**src/rtl/fetch_pkg.sv**
```systemverilog
// Shared types and constants for the dual-issue fetch PC generator.
package fetch_pkg;

   typedef enum logic {
      RUN     = 1'b0,
      DS_WAIT = 1'b1
   } fetch_state_t;

   localparam logic [31:0] FETCH_RESET_PC = 32'hBFC0_0000;
   localparam logic [1:0]  MASK_PAIR      = 2'b11;
   localparam logic [1:0]  MASK_SLOT0     = 2'b01;

endpackage

```
**src/rtl/fetch_pc_gen.sv**
```systemverilog
// Dual-issue fetch PC generator: picks the next fetch pair address from redirects,
// branch predictions and the sequential path, honouring MIPS delay slots.
module fetch_pc_gen
   import fetch_pkg::*;
#(
   parameter logic [31:0] RESET_PC    = FETCH_RESET_PC,
   parameter bit          ENABLE_PRED = 1'b1
) (
   input  logic        clk,
   input  logic        rst,
   output logic [31:0] pc_query,
   input  logic [1:0]  br_flag,
   input  logic [31:0] pred0_target,
   input  logic [31:0] pred1_target,
   input  logic        exc_redirect,
   input  logic [31:0] exc_pc,
   input  logic        ex_redirect,
   input  logic [31:0] ex_pc,
   input  logic        if_ready,
   output logic        fetch_valid,
   output logic [31:0] fetch_pc,
   output logic [1:0]  fetch_mask,
   output logic [1:0]  fetch_pred_taken,
   output logic [31:0] fetch_pred_target
);

   logic [31:0]  pc_reg, pc_next;
   logic [31:0]  pend_reg, pend_next;
   fetch_state_t state_reg, state_next;
   logic         flag0, flag1, handshake;

   assign flag0       = br_flag[0] & ENABLE_PRED;
   assign flag1       = br_flag[1] & ENABLE_PRED;
   assign pc_query    = pc_reg;
   assign fetch_pc    = pc_reg;
   assign fetch_valid = !rst && !exc_redirect && !ex_redirect;
   assign handshake   = fetch_valid && if_ready;

   always_comb begin
      fetch_mask        = MASK_PAIR;
      fetch_pred_taken  = 2'b00;
      fetch_pred_target = '0;
      pc_next           = pc_reg;
      state_next        = state_reg;
      pend_next         = pend_reg;

      // DS_WAIT fetches only the owed delay slot; predictions are ignored there.
      if (state_reg == DS_WAIT) begin
         fetch_mask = MASK_SLOT0;
      end else if (flag0) begin
         fetch_pred_taken  = 2'b01;
         fetch_pred_target = pred0_target;
      end else if (flag1) begin
         fetch_pred_taken  = 2'b10;
         fetch_pred_target = pred1_target;
      end

      if (exc_redirect) begin
         pc_next    = exc_pc;
         state_next = RUN;
         pend_next  = '0;
      end else if (ex_redirect) begin
         pc_next    = ex_pc;
         state_next = RUN;
         pend_next  = '0;
      end else if (handshake) begin
         if (state_reg == DS_WAIT) begin
            pc_next    = pend_reg;
            state_next = RUN;
         end else if (flag0) begin
            pc_next = pred0_target;
         end else begin
            pc_next = pc_reg + 32'd8;
            // Slot1 branch: its delay slot sits in the next pair, so defer the target.
            if (flag1) begin
               pend_next  = pred1_target;
               state_next = DS_WAIT;
            end
         end
      end
   end

   always_ff @(posedge clk) begin
      if (rst) begin
         pc_reg    <= RESET_PC;
         state_reg <= RUN;
         pend_reg  <= '0;
      end else begin
         pc_reg    <= pc_next;
         state_reg <= state_next;
         pend_reg  <= pend_next;
      end
   end

endmodule
```
**config.mk**
```make
export PLATFORM = sky130hd
export DESIGN_NAME = fetch_pc_gen
export DESIGN_NICKNAME = d
export VERILOG_FILES = /design/src/rtl/fetch_pkg.sv /design/src/rtl/fetch_pc_gen.sv
export SDC_FILE = /design/constraint.sdc
export NUM_CORES = 1
export LEC_CHECK = 0
export ABC_AREA = 1
export CAP_MARGIN = 20
export CORE_UTILIZATION = 35
export CTS_CLUSTER_DIAMETER = 100
export DETAILED_ROUTE_END_ITERATION = 12
export HOLD_SLACK_MARGIN = 0.15
export PLACE_DENSITY = 0.81
export SYNTH_ARGS = -nofsm -noshare
export SYNTH_HDL_FRONTEND = slang
export SYNTH_SLANG_ARGS = --single-unit
```
**constraint.sdc**
```tcl
create_clock -name clk -period 2.2 [get_ports clk]
set_clock_uncertainty 0.05 [all_clocks]
set_input_delay 0.33 -clock clk [delete_from_list [all_inputs] [get_ports clk]]
set_output_delay 0.33 -clock clk [all_outputs]
set_load 0.03 [all_outputs]
```
==> results.md <==
- Pin count of the biggest net entering global routing: 38
- Fillers: 1174
- GRT Util Overall: 0.266
- Cell Area, Synth: 4640 um2
- RSZ-0062 raised after global routing: false
- DRT iter0 DRCs: 479
- Met1 WL: 7.75 mm
- Final wirelength: 18.0 mm
- CP delay by family, top: buffers and inverters
- P&R area growth vs syn: 59.1%
- Worst-Margin Slew: 613 ps
- Final worst-path cycle share: 0.958
- GPL Wtd Cong: 0.925
- EDFF count, synth: 0
- WHS Path Cells: 2
- Most used DFF post-synth: dfxtp_1
- Total CTS buffers: 9
- Via/cell ratio: 5.19
- H-tree level count: 3
- Min Clock Period, post-route: 2110 ps
- CP max-delay cell: clkdlybuf4s50_1
- Max Cap Viol: 0
- # diodes: 0
- Synth cell types: 38
- Critical Path Source Type: input pin
- Status: completed
- Part of the Yosys area used for sequential elements: 0.280
- Synthesized flop and latch total: 65
- Antenna violations before repair: 0
- Mapped Cells: 751
- Delay of the slowest cell on the worst path: 580 ps
- Worst rel slew slack: 0.591
- Final Cell Area: 7390 um2
- FF-to-FF setup slack: 180 ps
- Num rows: 41
- Port bufs: 234
- Max Slew Vio Count: 0
- Vias in the first global route: 5458
- ANT nets after route: 0
- Worst VDD drop: 0.000393 V
- Routed via count: 5906
- Routed wl met2: 8.37 mm
- Fin Setup TNS: 0 ps
- Final Setup Violations: 0
- Drt drc: 0
- Gr ovfl total: 0
- CTS clk-pin slew, worst paths: 50 ps
- Top sig layer: met4
- Hold Path Sink: pend_reg[23]
- Placed wire-length estimate: 13.9 mm
- Die height: 117 um
- Share of cells above drive strength 1: 0.115
- Reg2Reg Depth: 14
- Starting Density: 0.364
- CTS Root Cell: clkbuf_16
- DP Worst Slack: 30.7 ps
- Crit Path Category: input pin to primary output
- HP Class: flip-flop to flip-flop
- Achievable Freq: 475 MHz
- Wire per inst: 15.8 um
- Hold Startpoint: pend_reg[23]
- Max Fanout on Critical Path: 10
- Fin cells: 1139
- # nets final: 1098
- Core Area: 12800 um2
- Inst Count DP: 1123
- I/O pin count: 236
- Die width: 117 um
- First-pass GRT wire length: 27.8 mm
- Critical Path RT: 1820 ps
- Leading cell type in the layout, fill and taps excluded: nand2_1
- Mean Syn Cell Area: 6.18 um2
- Synth Warn #: 0
- Reg2reg start: fetch_pc[3]
- Post-DP Area: 7050 um2
- Most frequent cells in the layout: nand2_1 (214), clkdlybuf4s50_1 (199), nor2_1 (112)
- Worst Setup End Kind: primary output
- R2r endpoint: fetch_pc[29]
- CP Cell Sequence: clkdlybuf4s50_1 > nor2_2 > nand2_1 > inv_2 > buf_4 > a32o_1 > buf_12
- CTS tree: done
- Metal3 WL: 1.47 mm
- Worst-case clock buffer depth: 2
- Leakage: 3.15 nW
- Syn_nets: 887
- DRT Pass-1 Iters: 5
- Power Density: 579 nW/um2
- Clock Sinks: 65
- Clk_lat worst skew: 330 ps
- Final WS setup: 93.4 ps
- Critical path buffers and inverters: 4
- Synth async-reset ratio: 0
- Die area: 13700 um2
- Final Hold Viols: 0
- CP Data Arrival Time: 1730 ps
timing repair:
item                       in CTS  in global routing
buffers inserted                0                  0
hold endpoints to repair        0                  0
resized for setup               0                  7
hold buffers                    0                  0
setup endpoints to repair       0                 16
synthesized netlist by cell type, types with 8 or more instances:
cell,count,share of area
o21ai_0,35,0.038
a32o_1,14,0.030
a221oi_1,14,0.026
nand3_1,18,0.019
nand2_1,215,0.17
o21ai_1,28,0.030
buf_2,12,0.013
a21oi_1,55,0.059
dfxtp_1,65,0.28
o22ai_1,16,0.022
buf_4,36,0.058
inv_1,40,0.032
clkbuf_1,21,0.017
nor2_1,114,0.092
nor3_1,8,0.0086
xor2_1,8,0.015
logic make-up after synthesis:
family,share of synthesized area
flip-flops,0.280
other,0.000807
XOR/XNOR,0.0170
AO/OA/AOI/OAI,0.245
adder cells (fa/ha/maj),0.00269
buffers and inverters,0.135
AND/OR/NAND/NOR,0.320
per-stage QoR:
stage,utilization,power [mW],hold WS [ps]
2_1_floorplan,-,2.09,380
3_3_place_gp,0.552,2.74,390
3_5_place_dp,0.552,2.75,396
4_1_cts,0.577,4.28,404
5_1_grt,0.578,4.46,425
6_report,0.578,4.28,405
tightest hold or removal path: cells and delay by family, from the launching register on:
family | cells | cell delay (ps)
flip-flops | 1 | 290
buffers and inverters | 1 | 60
AO/OA/AOI/OAI | 1 | 60
power by group:
part	switching, mW	internal (mW)
logic	0.756	0.658
registers	0.0888	1.23
clock network	0.550	0.991
worst max-delay path by stage:
stage / start / end / slack (ps) / cells past startpoint
final: br_flag[0] / fetch_pred_target[29] / 90 / 7
after global routing: fetch_pc[3] / fetch_pc[29] / 10 / 14
after floorplan: br_flag[0] / fetch_pred_target[10] / 260 / 4
after detailed placement: br_flag[0] / fetch_pred_target[11] / 30 / 6
after CTS: br_flag[0] / fetch_pred_target[11] / 30 / 6
after global placement: br_flag[0] / fetch_pred_target[11] / 50 / 6
final cells by class:
cell class,count,area [um2],share of cell area
clock inverters,7,93.8,0.0127
clock buffers,9,225,0.0305
flip-flops and latches,65,1300,0.176
well taps,172,215,0.0291
repair buffers,275,2640,0.357
inverters,47,181,0.0246
multi-input cells,564,2730,0.370
routing by layer:
layer	track usage	vias to the layer above
met4	0.103	0
met2	0.443	299
met5	0	-
met3	0.0536	45
li1	-	2902
met1	0.338	2660
Note: power is estimated with default switching activity, not from simulation.
